`config.mk`:
```
export PLATFORM = sky130hd
export DESIGN_NAME = trail_fb_arbiter
export DESIGN_NICKNAME = d
export VERILOG_FILES = /design/src/rtl/trail_fb_arbiter.sv
export SDC_FILE = /design/constraint.sdc
export NUM_CORES = 1
export LEC_CHECK = 0
export BUFFER_PORTS_ARGS = -buffer_cell sky130_fd_sc_hd__buf_2
export CORE_ASPECT_RATIO = 0.9
export CORE_MARGIN = 2
export CORE_UTILIZATION = 35
export CTS_CLUSTER_SIZE = 8
export DETAILED_ROUTE_END_ITERATION = 16
export GPL_TIMING_DRIVEN = 0
export PLACE_DENSITY = 0.66
export SYNTH_ARGS = -nofsm -noshare
export SYNTH_HDL_FRONTEND = slang
export SYNTH_SLANG_ARGS = --single-unit
```
`constraint.sdc`:
```
create_clock -name Clk -period 2.05 [get_ports Clk]
set_input_delay 0.1025 -clock Clk [delete_from_list [all_inputs] [get_ports Clk]]
set_output_delay 0.1025 -clock Clk [all_outputs]
set_load 0.01 [all_outputs]
```
`src/rtl/trail_fb_arbiter.sv`:
```
// Framebuffer write-port arbiter: blue/red trail writers served round-robin with
// locked bursts, plus an internal screen-clear engine that takes priority.
module trail_fb_arbiter #(
   parameter int unsigned ADDR_W      = 20,
   parameter int unsigned DATA_W      = 16,
   parameter int unsigned CLEAR_WORDS = 153600,
   parameter int unsigned BURST_MAX   = 16
) (
   input  logic              Clk,
   input  logic              Reset_n,
   input  logic              clear_start,
   input  logic              fb_free,
   input  logic              b_valid,
   input  logic [ADDR_W-1:0] b_addr,
   input  logic [DATA_W-1:0] b_data,
   input  logic              b_last,
   output logic              b_ready,
   input  logic              r_valid,
   input  logic [ADDR_W-1:0] r_addr,
   input  logic [DATA_W-1:0] r_data,
   input  logic              r_last,
   output logic              r_ready,
   output logic              fb_we,
   output logic [ADDR_W-1:0] fb_addr,
   output logic [DATA_W-1:0] fb_data,
   output logic              clear_busy,
   output logic              clear_done,
   output logic              overrun
);

   typedef enum logic [1:0] {
      IDLE,
      CLEAR,
      GNT_B,
      GNT_R
   } state_t;

   localparam logic [4:0]        BURST_LAST = 5'(BURST_MAX - 1);
   localparam logic [ADDR_W-1:0] CLR_LAST   = ADDR_W'(CLEAR_WORDS - 1);

   state_t            state;
   logic              rr;
   logic              clr_pend;
   logic [4:0]        burst_cnt;
   logic [ADDR_W-1:0] clr_addr;
   logic              burst_full;

   always_comb begin
      b_ready = 1'b0;
      r_ready = 1'b0;
      if (Reset_n) begin
         b_ready = (state == GNT_B) && b_valid && fb_free;
         r_ready = (state == GNT_R) && r_valid && fb_free;
      end
   end

   assign burst_full = (burst_cnt == BURST_LAST);
   assign clear_busy = clr_pend | (state == CLEAR);

   always_ff @(posedge Clk or negedge Reset_n) begin
      if (!Reset_n) begin
         state      <= IDLE;
         rr         <= 1'b0;
         clr_pend   <= 1'b0;
         burst_cnt  <= '0;
         clr_addr   <= '0;
         fb_we      <= 1'b0;
         fb_addr    <= '0;
         fb_data    <= '0;
         clear_done <= 1'b0;
         overrun    <= 1'b0;
      end else begin
         fb_we      <= 1'b0;
         clear_done <= 1'b0;
         overrun    <= 1'b0;

         if (clear_start && (state != CLEAR))
            clr_pend <= 1'b1;

         case (state)
            IDLE: begin
               // a clear_start seen in IDLE wins over a same-cycle player request
               if (clr_pend || clear_start) begin
                  state    <= CLEAR;
                  clr_pend <= 1'b0;
                  clr_addr <= '0;
               end else if (b_valid && (!r_valid || !rr)) begin
                  state     <= GNT_B;
                  burst_cnt <= '0;
               end else if (r_valid) begin
                  state     <= GNT_R;
                  burst_cnt <= '0;
               end
            end

            CLEAR: begin
               if (fb_free) begin
                  fb_we   <= 1'b1;
                  fb_addr <= clr_addr;
                  fb_data <= '0;
                  if (clr_addr == CLR_LAST) begin
                     clear_done <= 1'b1;
                     state      <= IDLE;
                  end else begin
                     clr_addr <= clr_addr + ADDR_W'(1);
                  end
               end
            end

            GNT_B: begin
               if (b_ready) begin
                  fb_we     <= 1'b1;
                  fb_addr   <= b_addr;
                  fb_data   <= b_data;
                  burst_cnt <= burst_cnt + 5'd1;
                  if (b_last) begin
                     state <= IDLE;
                     rr    <= 1'b1;
                  end else if (burst_full) begin
                     overrun <= 1'b1;
                     state   <= IDLE;
                     rr      <= ~rr;
                  end
               end
            end

            GNT_R: begin
               if (r_ready) begin
                  fb_we     <= 1'b1;
                  fb_addr   <= r_addr;
                  fb_data   <= r_data;
                  burst_cnt <= burst_cnt + 5'd1;
                  if (r_last) begin
                     state <= IDLE;
                     rr    <= 1'b0;
                  end else if (burst_full) begin
                     overrun <= 1'b1;
                     state   <= IDLE;
                     rr      <= ~rr;
                  end
               end
            end

            default: state <= IDLE;
         endcase
      end
   end

endmodule

```
## Word-level counts from Yosys, hierarchy flattened

Index checks and enable logic that the tools add are counted.

| storage, ports and cells | value |
|---|---|
| memories | 0 |
| RAM bits | 0 |
| logic and storage cells | 102 |
| bits in registers | 68 |
| bits of input ports | 80 |
| latch bits | 0 |
| bits in read-only memories | 0 |

| operators by class | value |
|---|---|
| add/subtract/negate cells | 2 |
| reductions and logical operators | 20 |
| $lt $le $gt $ge | 0 |
| div/mod/pow operators | 0 |
| equal/unequal tests | 15 |
| multiply operators | 0 |
| multiplexer cells | 53 |
| bitwise logic cells | 2 |
| shift operators | 0 |

Operator list:

| cell | count |
|---|---|
| $mux W20 | 6 |
| $pmux W20 S3 | 1 |
| $mux W16 | 3 |
| $pmux W16 S3 | 1 |
| $pmux W20 S2 | 1 |
| $mux W5 | 5 |
| $mux W1 | 21 |
| $add A20 B1 Y20 const B | 1 |
| $eq A20 B18 Y1 const B | 1 |
| $mux W2 | 10 |
| $pmux W5 S3 | 1 |
| $ne A2 B2 Y1 const B | 6 |
| $reduce_and A5 Y1 | 2 |
| $pmux W2 S4 | 1 |
| $reduce_and A4 Y1 | 2 |
| $logic_and A1 B1 Y1 | 6 |
| $reduce_bool A3 Y1 | 2 |
| $add A5 B1 Y5 const B | 1 |
| $eq A5 B4 Y1 const B | 1 |
| $eq A2 B2 Y1 const B | 2 |
| $ne A2 B1 Y1 const B | 2 |
| $ne A4 B4 Y1 const B | 1 |
| $pmux W1 S2 | 2 |
| $reduce_bool A2 Y1 | 2 |
| other kinds (9) | 11 |

## Longest topological paths before layout

Gate-level depths: netlist of the first run.

| depth | value |
|---|---|
| depth after elaboration | 6 |
| gate-level depth with buffers | 9 |
| mapped depth without buffers | 6 |

## Worst setup path after synthesis of the first run

No wires, ideal clock.

| timing path | value |
|---|---|
| path kind | reg-to-reg |
| start point | reg clr_addr[0] |
| end point | reg clr_addr[7] |
| path buffers | 0 |
| library setup time | 0.110 ns |
| period minus slack after synthesis | 1.785 ns |
| path slack | 0.265 ns |
| arrival | 1.674 ns |
| cell stages (with the launch flop) | 7 |
| cells stage by stage | dfrtp_1 > ha_1 > nand4_1 > or2_2 > o31ai_4 > o21ai_0 > o41ai_1 |

| between the ends | value |
|---|---|
| cells in the longest elaborated chain, start to end | 4 |

Ends and longest elaborated chain:

| element | line | RTL |
|---|---|---|
| start: declaration | 45 | `logic [ADDR_W-1:0] clr_addr;` |
| start signal: assignment | 105 | `clr_addr <= clr_addr + ADDR_W'(1);` |
| $add A20 B1 Y20 | 105 |  |
| $mux W20 | 101 | `if (clr_addr == CLR_LAST) begin` |
| $mux W20 | 97 | `if (fb_free) begin` |
| $pmux W20 S2 | 80 | `case (state)` |

Parallel ways exist; a longest one is shown, timed or not. The select of a mux whose other input is x is not followed.
A chain may end at the register's enable or synchronous reset.

## Worst setup path in the final report of the first run

| timing path | value |
|---|---|
| start point | reg clr_addr[0] |
| end point | reg clr_addr[6] |

Same word-level chain as after synthesis.

==> results.md, run 1 <==
- DP Area: 4648 µm²
- Data required time at the worst endpoint: 2.30 ns
- Pre-CTS setup slack: -0.06033 ns
- Cts bufs inserted: 9
- Yosys warnings: 0
- Ports: 122
- Sequential fraction of the synthesis area: 44.24%
- Die H: 103.5 µm
- Fin util: 47.06%
- Clk root buf: clkbuf_16
- Post-synthesis cell area: 3846 µm²
- IO Port Bufs: 121
- Synth Flop Type: dfrtp_1
- NumNets Final: 662
- RSZ-0062 raised after global routing: true
- Biggest area consumer among synthesized cells: dfrtp_1
- Wirelength per Cell: 14.97 µm
- H-tree depth: 3
- Final Setup Violations: 0
- Reg clk slew, reported paths: 0.06 ns
- Count of different cell masters after synthesis: 54
- Diodes inserted: 0
- Normalized max-slew margin: 65.32%
- Drt drc: 0
- TritonCTS clock tree: done
- Cells after Synth: 440
- Crit Path Class: reg -> reg
- Area contributors post-synth: dfrtp_1 (44%), nand2_1 (9.4%), o21ai_0 (8.1%), mux2i_1 (5.7%), mux2_2 (4.7%)
- Vias in the first global route: 3,412
- Drt pass-1 iters: 4
- Area growth syn-to-layout: 31.72%
- Synthesized Nets: 523
- Most common cell in the netlist: nand2_1
- Maximum clock rate: 0.4948 GHz
- Leak pwr: 2.562 nW
- Final Hold Fails: 0
- Crit share post-route: 98.59%
- Worst VDD drop: 0.0005083 V
- Initial core utilization: 35.73%
- Core Rows: 36
- Die X: 114.5 µm
- Least-Margin Pin Slew: 0.5154 ns
- Clock buffer depth: 2
- First-pass GRT wire length: 16.74 mm
- CP Max Fanout: 7
- Total routing usage reported by global routing: 17.95%
- Max Clock Skew: 0.008790 ns
- Synth cell count leaders: nand2_1 (96), dfrtp_1 (68), o21ai_0 (62), nand3_1 (28), mux2i_1 (22)
- Min setup slack post-route: 0.02884 ns
- Hpwl dp: 7.971 mm
- Arr. time, crit path: 2.27 ns
- Detailed Route WL: 10.74 mm
- Max Cap Viol: 0
- Number of synthesized flops with an enable pin: 0
- Clk_lat worst skew: 0.33 ns
- PwrDens: 1140 nW/µm²
- Routed Antenna Nets: 0
- Routability cong.: 0.8590
- #FFs+latches synth: 68
- Async S/R FF share, synth: 100.0%
- Final Max Slew Viols: 0
- Avg Cell Area, Syn: 8.741 µm²
- Iteration-0 DRC Markers: 223
- Via/cell ratio: 5.282
- Critical Path Source Type: flip-flop
- Status: complete, no violations
- CP endpoint kind: flip-flop
- DR vias: 3,787
- Non-Filler Cell Area, Final: 5066 µm²
- Final Critical Period: 2.021 ns
- Die area: 11,850 µm²
- Core Box Area: 10,770 µm²
- Pin count of the biggest net entering global routing: 51
- Share of layout cells above drive strength 1: 32.88%
- Synth top area share: 44.24%
- Clk sink count: 68
- Initial antenna violation count: 0
- Final global-route overflow total: 0
- Hold Crit Class: in -> reg
registers in the layout (all words and copies together), names as in the netlist:
name,cells
clr_addr,20
clear_done,1
state,2
burst_cnt,5
rr,1
overrun,1
fb_we,1
fb_data,16
clr_pend,1
fb_addr,20
kinds of logic (layout without fill, tap and decap cells):
group	after synthesis	in the layout	synth area share, %
AO/OA/AOI/OAI	112	112	17.34
multiplexers	38	38	10.41
adder cells (fa/ha/maj)	3	3	0.9760
XOR/XNOR	2	2	0.4555
flip-flops	68	68	44.24
buffers and inverters	35	179	4.327
AND/OR/NAND/NOR	182	182	22.25
per-stage QoR:
step	hold WS, ns	instances	total power, mW	setup TNS [ns]
6_report	0.03200	717	5.778	0
5_1_grt	0.04226	717	6.153	-0.1591
4_1_cts	0.02798	712	5.722	0
3_5_place_dp	0.02425	695	3.995	-0.7049
3_3_place_gp	0.3643	694	3.937	-33.28
2_1_floorplan	-0.1931	440	3.210	0
layout make-up:
cell class / count / area (µm²)
Buffer: 26 / 138.9
Clock buffer: 9 / 225.2
Clock inverter: 7 / 98.84
Fill cell: 1031 / 5699
Inverter: 9 / 33.78
Multi-Input combinational cell: 337 / 2014
Sequential cell: 68 / 1704
Tap cell: 133 / 166.4
Timing Repair Buffer: 128 / 684.4
power by group:
| group | switching, mW | internal [mW] |
|---|---|---|
| sequential | 0.200 | 1.62 |
| clock | 0.638 | 1.07 |
| combinational | 1.39 | 0.855 |
worst paths after layout:
path,startpoint,end,slack [ns],cells after the start
worst max-delay path,clr_addr[0],clr_addr[6],0.03,7
min in group asynchronous,Reset_n,burst_cnt[4],0.18,2
worst max register to register,clr_addr[0],clr_addr[6],0.03,7
max in group asynchronous,Reset_n,clr_addr[1],1.34,3
worst min-delay path,b_last,rr,0.03,3
worst min register to register,fb_data[2],fb_data[2],0.46,2
layout by cell type (no fill, tap or decap), types with 3 or more instances in the layout:
| cell type | instances |
|---|---|
| inv_1 | 9 |
| nor4_1 | 3 |
| buf_1 | 3 |
| nand2b_1 | 4 |
| o21ai_0 | 62 |
| dfrtp_1 | 66 |
| mux2i_1 | 22 |
| and4_1 | 4 |
| mux2_2 | 16 |
| buf_4 | 4 |
| nor2_1 | 16 |
| and3_1 | 4 |
| clkbuf_2 | 4 |
| nand3_1 | 27 |
| buf_2 | 129 |
| nand4_1 | 7 |
| clkbuf_16 | 9 |
| nor3_1 | 3 |
| buf_6 | 4 |
| a21oi_1 | 16 |
| nand2_1 | 96 |
| clkbuf_1 | 7 |
| a31oi_1 | 6 |
| and2_1 | 3 |
| o31ai_1 | 4 |
metal layers:
metal  up-vias  GRT usage, %  wire length [µm]  part of all wire [%]
met5         -             0                 0                     0
met4         0         4.784               120                   1.1
met3        11         3.613               593                   5.5
met2       123         30.91              5256                    49
met1      1805         23.27              4765                    44
li1       1848             -                 -                     -
what timing repair did:
action	CTS	global route
setup buffers	0	5
hold buffers	1	0
pin swaps	1	2
gates resized for setup	3	14
endpoints found under the hold margin	18	0
endpoints found under the setup margin	28	54
worst max-delay path, stage by stage (launching register included):
cell and delay (ns):
dfrtp_2 0.42, ha_2 0.24, nand4_1 0.15, or2_2 0.39
o31ai_4 0.35, clkbuf_2 0.23, o21ai_0 0.10, o21ai_0 0.08
(Power assumes the default switching activity.)
==> run 2: changes to the inputs <==
--- a/config.mk
+++ b/config.mk
@@ -5,14 +5,16 @@
 export SDC_FILE = /design/constraint.sdc
 export NUM_CORES = 1
 export LEC_CHECK = 0
+export ABC_CLOCK_PERIOD_IN_PS = 2050
 export BUFFER_PORTS_ARGS = -buffer_cell sky130_fd_sc_hd__buf_2
 export CORE_ASPECT_RATIO = 0.9
 export CORE_MARGIN = 2
-export CORE_UTILIZATION = 35
+export CORE_UTILIZATION = 50
 export CTS_CLUSTER_SIZE = 8
 export DETAILED_ROUTE_END_ITERATION = 16
+export GPL_ROUTABILITY_DRIVEN = 1
 export GPL_TIMING_DRIVEN = 0
-export PLACE_DENSITY = 0.66
+export PLACE_DENSITY = 0.87
 export SYNTH_ARGS = -nofsm -noshare
 export SYNTH_HDL_FRONTEND = slang
 export SYNTH_SLANG_ARGS = --single-unit
==> run 2 against run 1 <==
The flow now finishes with violations (hold timing). Register-to-register slack improved by 0.07 ns. Critical path type unchanged. Sequential share of layout area rose by 1.8 points. Via count rose by 4.9%. Clock power fell by 42%. Sequential cell count did not move. Die area fell by 29%. Hold slack got worse by 0.30 ns. Critical endpoint is now clr_addr[15].
==> results.md, run 2 (same netlist as run 1, synthesis figures left out) <==
- Diodes inserted: 0 (unchanged)
- Cts bufs inserted: 9 (unchanged)
- Final Hold Fails: 68 (+68)
- Die H: 87.21 µm (-16%)
- Commonest cells after routing, fill and taps aside: buf_2 (127), nand2_1 (96), dfrtp_1 (66)
- Worst VDD drop: 0.0004510 V (-11%)
- Final Critical Period: 1.953 ns (-0.06775 ns)
- Clk root buf: clkbuf_8
- Status: complete, but fails checks
- TritonCTS clock tree: done
- Die X: 96.45 µm (-16%)
- Routability cong.: 0.9165 (+6.7%)
- Hpwl dp: 7.990 mm (+0.24%)
- PwrDens: 1051 nW/µm² (-7.9%)
- Initial antenna violation count: 0 (unchanged)
- Iteration-0 DRC Markers: 420 (+88%)
- Violated checks: hold timing
- DR vias: 3,973 (+4.9%)
- Least-Margin Pin Slew: 0.6437 ns (+0.1282 ns)
- Ports: 122 (unchanged)
- Normalized max-slew margin: 57.09% (-8.2 points)
- Hold Crit Class: in -> async
- CP Max Fanout: 7 (unchanged)
- Largest regs: clr_addr (20), fb_addr (20), fb_data (16)
- Max Clock Skew: 0.005894 ns (-0.002896 ns)
- Critical Path Source Type: flip-flop
- Final Max Slew Viols: 0 (unchanged)
- Drt pass-1 iters: 6 (+2)
- Total routing usage reported by global routing: 26.93% (+9.0 points)
- Initial core utilization: 51.23% (+16 points)
- IO Port Bufs: 121 (unchanged)
- Arr. time, crit path: 2.25 ns (-0.02 ns)
- Final global-route overflow total: 0 (unchanged)
- Reg clk slew, reported paths: 0.07 ns (about the same)
- End of the worst register-to-register path: clr_addr[15]
- Final Setup Violations: 0 (unchanged)
- Final Power: 5.047 mW (-13%)
- Clk sink count: 68 (unchanged)
- Die area: 8411 µm² (-29%)
- Final hold slack: -0.2636 ns (-0.2956 ns)
- R2R depth: 5 (-2)
- Core Rows: 30 (-17%)
- Pin count of the biggest net entering global routing: 74 (+45%)
- NumNets Final: 657 (-0.76%)
- Routed Antenna Nets: 0 (unchanged)
- Share of layout cells above drive strength 1: 31.83% (-1.0 points)
- Wirelength per Cell: 16.34 µm (+9.2%)
- Worst r2r src: clr_addr[8]
- Max Cap Viol: 0 (unchanged)
- Sum Neg Setup Slack: 0 ns (unchanged)
- Clk_lat worst skew: 0.36 ns (+0.03 ns)
- RSZ-0062 raised after global routing: false
- Leak pwr: 2.463 nW (-3.9%)
- Vias in the first global route: 3,593 (+5.3%)
- Area growth syn-to-layout: 24.89%
- Commonest non-fill, non-tap cell in the layout: buf_2
- Clock buffer depth: 2 (unchanged)
- Crit Path Class: reg -> reg
- Data required time at the worst endpoint: 2.34 ns (+0.04 ns)
- CP endpoint kind: flip-flop
- First-pass GRT wire length: 17.35 mm (+3.7%)
- Drt drc: 0 (unchanged)
- Detailed Route WL: 11.02 mm (+2.6%)
- Via/cell ratio: 5.895 (+12%)
- Core Box Area: 7507 µm² (-30%)
- H-tree depth: 3 (unchanged)
- Maximum clock rate: 0.5119 GHz (+3.5%)
- FF-to-FF setup slack: 0.1 ns (+0.07 ns)
- Crit share post-route: 95.29% (-3.3 points)
run 2: cell types whose count changed in the layout (fill, tap and decap cells not counted), sizes merged:
cell,delta
inv,-2
buf,-6
clkbuf,+4
clkinv,+1
bufinv,-2
dlygate4sd3,-1
run 2: worst max path at each step:
stage               depth (start not counted)   startpoint            to  slack, ns
finish                                      5  clr_addr[8]  clr_addr[15]        0.1
global route                                7  clr_addr[0]   clr_addr[7]       0.02
CTS                                         6  clr_addr[0]   clr_addr[7]      0.009
detailed placement                          8      Reset_n   fb_addr[12]      -0.26
global placement                            8      Reset_n    fb_addr[7]      -0.73
floorplan                                   6  clr_addr[0]   clr_addr[7]       0.27
run 2: where the power goes:
| part | leakage [nW] | switching [mW] | internal, mW | total, mW |
|---|---|---|---|---|
| Combinational | 1.46 | 1.40 | 0.836 | 2.23 |
| Clock | 0.0852 | 0.526 | 0.463 | 0.989 |
| Sequential | 0.916 | 0.204 | 1.62 | 1.82 |
run 2: repair_timing:
action | 4_1_cts | 5_1_grt
pin swaps | 1 | 2
hold endpoints to repair | 68 | 68
setup endpoints to repair | 36 | 50
resized for setup | 3 | 13
buffers inserted | 0 | 2
gates cloned | 0 | 0
run 2: area by class of cell:
class | count | area (µm²)
Fill cell | 597 | 2704
Multi-Input combinational cell | 337 | 2007
Sequential cell | 68 | 1704
Timing Repair Buffer | 123 | 626.9
Buffer | 26 | 143.9
Clock buffer | 11 | 141.4
Tap cell | 96 | 120.1
Inverter | 9 | 33.78
Clock inverter | 4 | 26.28
run 2: routing by layer:
metal	vias to the layer above	share of wire, %	GRT usage [%]
met5	-	0	0
met3	38	8.6	5.801
li1	1837	-	-
met1	1877	41	35.98
met2	221	48	42.55
met4	0	2.9	11.27
run 2: worst max-delay path: stages, from the launching register on:
cell and delay [ns]:
dfrtp_1 0.45, nand4_1 0.26, or3_4 0.47, o21bai_4 0.21, or4_1 0.41, nand3_1 0.09
run 2: through the flow:
step | worst slack (ns) | std cells | area (µm²) | util, %
finish | 0.09660 | 674 | 4803 | 63.98
global route | 0.01637 | 674 | 4803 | 63.98
CTS | 0.008723 | 672 | 4755 | 63.33
detailed placement | -0.2622 | 657 | 4574 | 60.93
global placement | -0.7262 | 657 | 4572 | 60.90
floorplan | 0.2654 | 440 | 3846 | -
==> run 3: changes to the inputs <==
==> config.mk (replaced) <==
export PLATFORM = sky130hd
export DESIGN_NAME = trail_fb_arbiter
export DESIGN_NICKNAME = d
export VERILOG_FILES = /design/src/rtl/trail_fb_arbiter.sv
export SDC_FILE = /design/constraint.sdc
export NUM_CORES = 1
export LEC_CHECK = 0
export ABC_CLOCK_PERIOD_IN_PS = 2550
export BUFFER_PORTS_ARGS = -buffer_cell sky130_fd_sc_hd__buf_2
export CORE_ASPECT_RATIO = 0.9
export CORE_MARGIN = 2
export CORE_UTILIZATION = 25
export CTS_CLUSTER_SIZE = 8
export DETAILED_ROUTE_END_ITERATION = 16
export GPL_ROUTABILITY_DRIVEN = 1
export GPL_TIMING_DRIVEN = 0
export PLACE_DENSITY = 0.53
export SYNTH_ARGS = -nofsm -noshare
export SYNTH_HDL_FRONTEND = slang
export SYNTH_SLANG_ARGS = --single-unit
==> constraint.sdc (replaced) <==
create_clock -name Clk -period 2.55 [get_ports Clk]
set_input_delay 0.1275 -clock Clk [delete_from_list [all_inputs] [get_ports Clk]]
set_output_delay 0.1275 -clock Clk [all_outputs]
set_load 0.01 [all_outputs]
==> run 3 against run 2 <==
The run now ends clean. Combinational power shrank 21%. Power shrank 9.0%. Die area grew 95%. Cell count grew 15%. Sequential share of layout area shrank 1.9 points. Sequential power shrank 20%. Via count shrank 6.0%. Critical path type unchanged. Critical endpoint is now fb_addr[7]. Highest routed layer unchanged.
==> results.md, run 3 (same netlist as run 1, synthesis figures left out) <==
- Status: complete, no violations
- Hpwl dp: 8.843 mm (+11%)
- IO Port Bufs: 121 (unchanged)
- H-tree depth: 3 (unchanged)
- Ports: 122 (unchanged)
- Least-Margin Pin Slew: 0.7056 ns (+0.06195 ns)
- Switching fraction of total power: 38.85% (-3.3 points)
- Initial antenna violation count: 0 (unchanged)
- First-pass GRT wire length: 18.60 mm (+7.2%)
- Arr. time, crit path: 2.37 ns (+0.12 ns)
- CP Max Fanout: 10 (+3)
- Vias in the first global route: 3,590 (-0.083%)
- Final global-route overflow total: 0 (unchanged)
- Diodes inserted: 0 (unchanged)
- Die X: 134.7 µm (+40%)
- PwrDens: 906.3 nW/µm² (-14%)
- Drt pass-1 iters: 5 (-1)
- Die area: 16,390 µm² (+95%)
- Commonest cells after routing, fill and taps aside: buf_2 (130), nand2_1 (96), dfrtp_1 (68)
- Die H: 121.7 µm (+40%)
- Core Box Area: 14,870 µm² (+98%)
- GR Layer Usage met1: 19.17% (-17 points)
- Max Cap Viol: 0 (unchanged)
- Iteration-0 DRC Markers: 210 (-50%)
- Pre-CTS setup slack: 0.4173 ns (+0.6795 ns)
- NumNets Final: 657 (unchanged)
- Max Clock Skew: 0.003700 ns (-0.002194 ns)
- Leak pwr: 2.508 nW (+1.8%)
- Reg clk slew, reported paths: 0.06 ns (about the same)
- Share of layout cells above drive strength 1: 30.40% (-1.4 points)
- Area growth syn-to-layout: 31.72%
- Crit share post-route: 84.76% (-11 points)
- Normalized max-slew margin: 52.67% (-4.4 points)
- Final Max Slew Viols: 0 (unchanged)
- Clk_lat worst skew: 0.35 ns (about the same)
- Hold Crit Class: in -> reg
- TritonCTS clock tree: done
- Largest regs: clr_addr (20), fb_addr (20), fb_data (16)
- Clk sink count: 68 (unchanged)
- # Post-CTS Setup Buffers: 0 (unchanged)
- Detailed Route WL: 11.58 mm (+5.1%)
- Initial core utilization: 25.86% (-25 points)
- GR Util met3: 3.870% (-1.9 points)
- Met2 Track Usage GR: 23.54% (-19 points)
- Critical Path Source Type: flip-flop
- Cts bufs inserted: 9 (unchanged)
- Switch Pwr: 1.784 mW (-16%)
- Maximum clock rate: 0.4627 GHz (-9.6%)
- Sequential power share: 31.8% (-4.3 points)
- Post-CTS Resized: 0 (-3)
- CP endpoint kind: flip-flop
- Final Critical Period: 2.161 ns (+0.2079 ns)
- Worst VDD drop: 0.0003439 V (-24%)
- Final Setup Violations: 0 (unchanged)
- Routability cong.: 0.8271 (-9.8%)
- Int Pwr: 2.808 mW (-3.8%)
- Via/cell ratio: 4.804 (-18%)
- Global routing's busiest layer: met2
- Min setup slack post-route: 0.3887 ns (+0.2921 ns)
- Clk pwr share: 29.9% (+10 points)
- Total routing usage reported by global routing: 14.61% (-12 points)
- Pin count of the biggest net entering global routing: 49 (-34%)
- Core Rows: 42 (+40%)
- Commonest non-fill, non-tap cell in the layout: buf_2
- Crit Path Class: reg -> reg
- DR vias: 3,733 (-6.0%)
- Non-filler cells, final: 777 (+15%)
- Clk root buf: clkbuf_16
- Combinational Power Share: 38.3% (-6.0 points)
- Clock buffer depth: 2 (unchanged)
- Routed Antenna Nets: 0 (unchanged)
- Data required time at the worst endpoint: 2.75 ns (+0.41 ns)
- Drt drc: 0 (unchanged)
- Wirelength per Cell: 14.91 µm (-8.8%)
- RSZ-0062 raised after global routing: false
- Final Hold Fails: 0 (-100%)
- Placed Instances: 760 (+16%)
run 3: cell count changes in the layout (fill, tap and decap cells not counted), moves of 3 or more:
cell       change
clkbuf_2       -3
clkbuf_4       -3
buf_2          +3
clkbuf_16      +9
clkbuf_8      -10
run 3: per-layer routing:
metal	share of wire, %	wire length (µm)
met1	44	5104
met2	49	5649
met3	5.9	685
met4	1.2	142
met5	0	0
run 3: critical path, stage by stage (launching register included):
cell and delay, ns:
dfrtp_1 0.32, buf_2 0.19, nand2b_1 0.07, buf_2 0.20, nor2_1 0.52, nor2_1 0.13
buf_2 0.21, buf_2 0.20, nand2_1 0.08, o21ai_0 0.08
run 3: per-stage QoR:
stage | utilization, % | instance area [µm²] | hold WS, ns | TNS, ns | total power, mW
5_1_grt | 34.07 | 5066 | 0.05003 | 0 | 4.901
6_report | 34.07 | 5066 | 0.05534 | 0 | 4.591
3_5_place_dp | 31.80 | 4730 | 0.06989 | 0 | 3.250
2_1_floorplan | - | 3846 | -0.1681 | 0 | 2.580
3_3_place_gp | 31.60 | 4700 | 0.3932 | -16.16 | 3.216
4_1_cts | 34.07 | 5066 | 0.04953 | 0 | 4.634
run 3: power by group through the flow:
stage | clock (mW) | sequential (mW) | combinational [mW]
global route | 1.44 | 1.49 | 1.97
finish | 1.37 | 1.46 | 1.76
floorplan | 0 | 1.51 | 1.07
global placement | 0 | 1.47 | 1.74
CTS | 1.39 | 1.46 | 1.78
detailed placement | 0 | 1.48 | 1.77
run 3: repair_timing:
action                                  CTS  global route
hold buffers                              1             0
endpoints found under the setup margin    0             0
endpoints found under the hold margin    20             0
run 3: layout make-up:
| cell class | count | area, µm² |
|---|---|---|
| fillers | 1572 | 9806 |
| flip-flops and latches | 68 | 1702 |
| clock inverters | 7 | 101.3 |
| repair buffers | 123 | 645.6 |
| multi-input cells | 337 | 1978 |
| clock buffers | 9 | 225.2 |
| inverters | 9 | 33.78 |
| well taps | 198 | 247.7 |
| plain buffers | 26 | 132.6 |
run 3: path summary, 6_finish.rpt:
path / depth (start not counted) / to / slack, ns / start
max: 9 / fb_addr[7] / 0.39 / state[0]
min: 3 / rr / 0.06 / b_last
max reg2reg: 9 / fb_addr[7] / 0.39 / state[0]
min reg2reg: 2 / fb_data[11] / 0.46 / fb_data[11]
max in group asynchronous: 3 / clr_addr[4] / 1.76 / Reset_n
min in group asynchronous: 2 / burst_cnt[0] / 0.24 / Reset_n
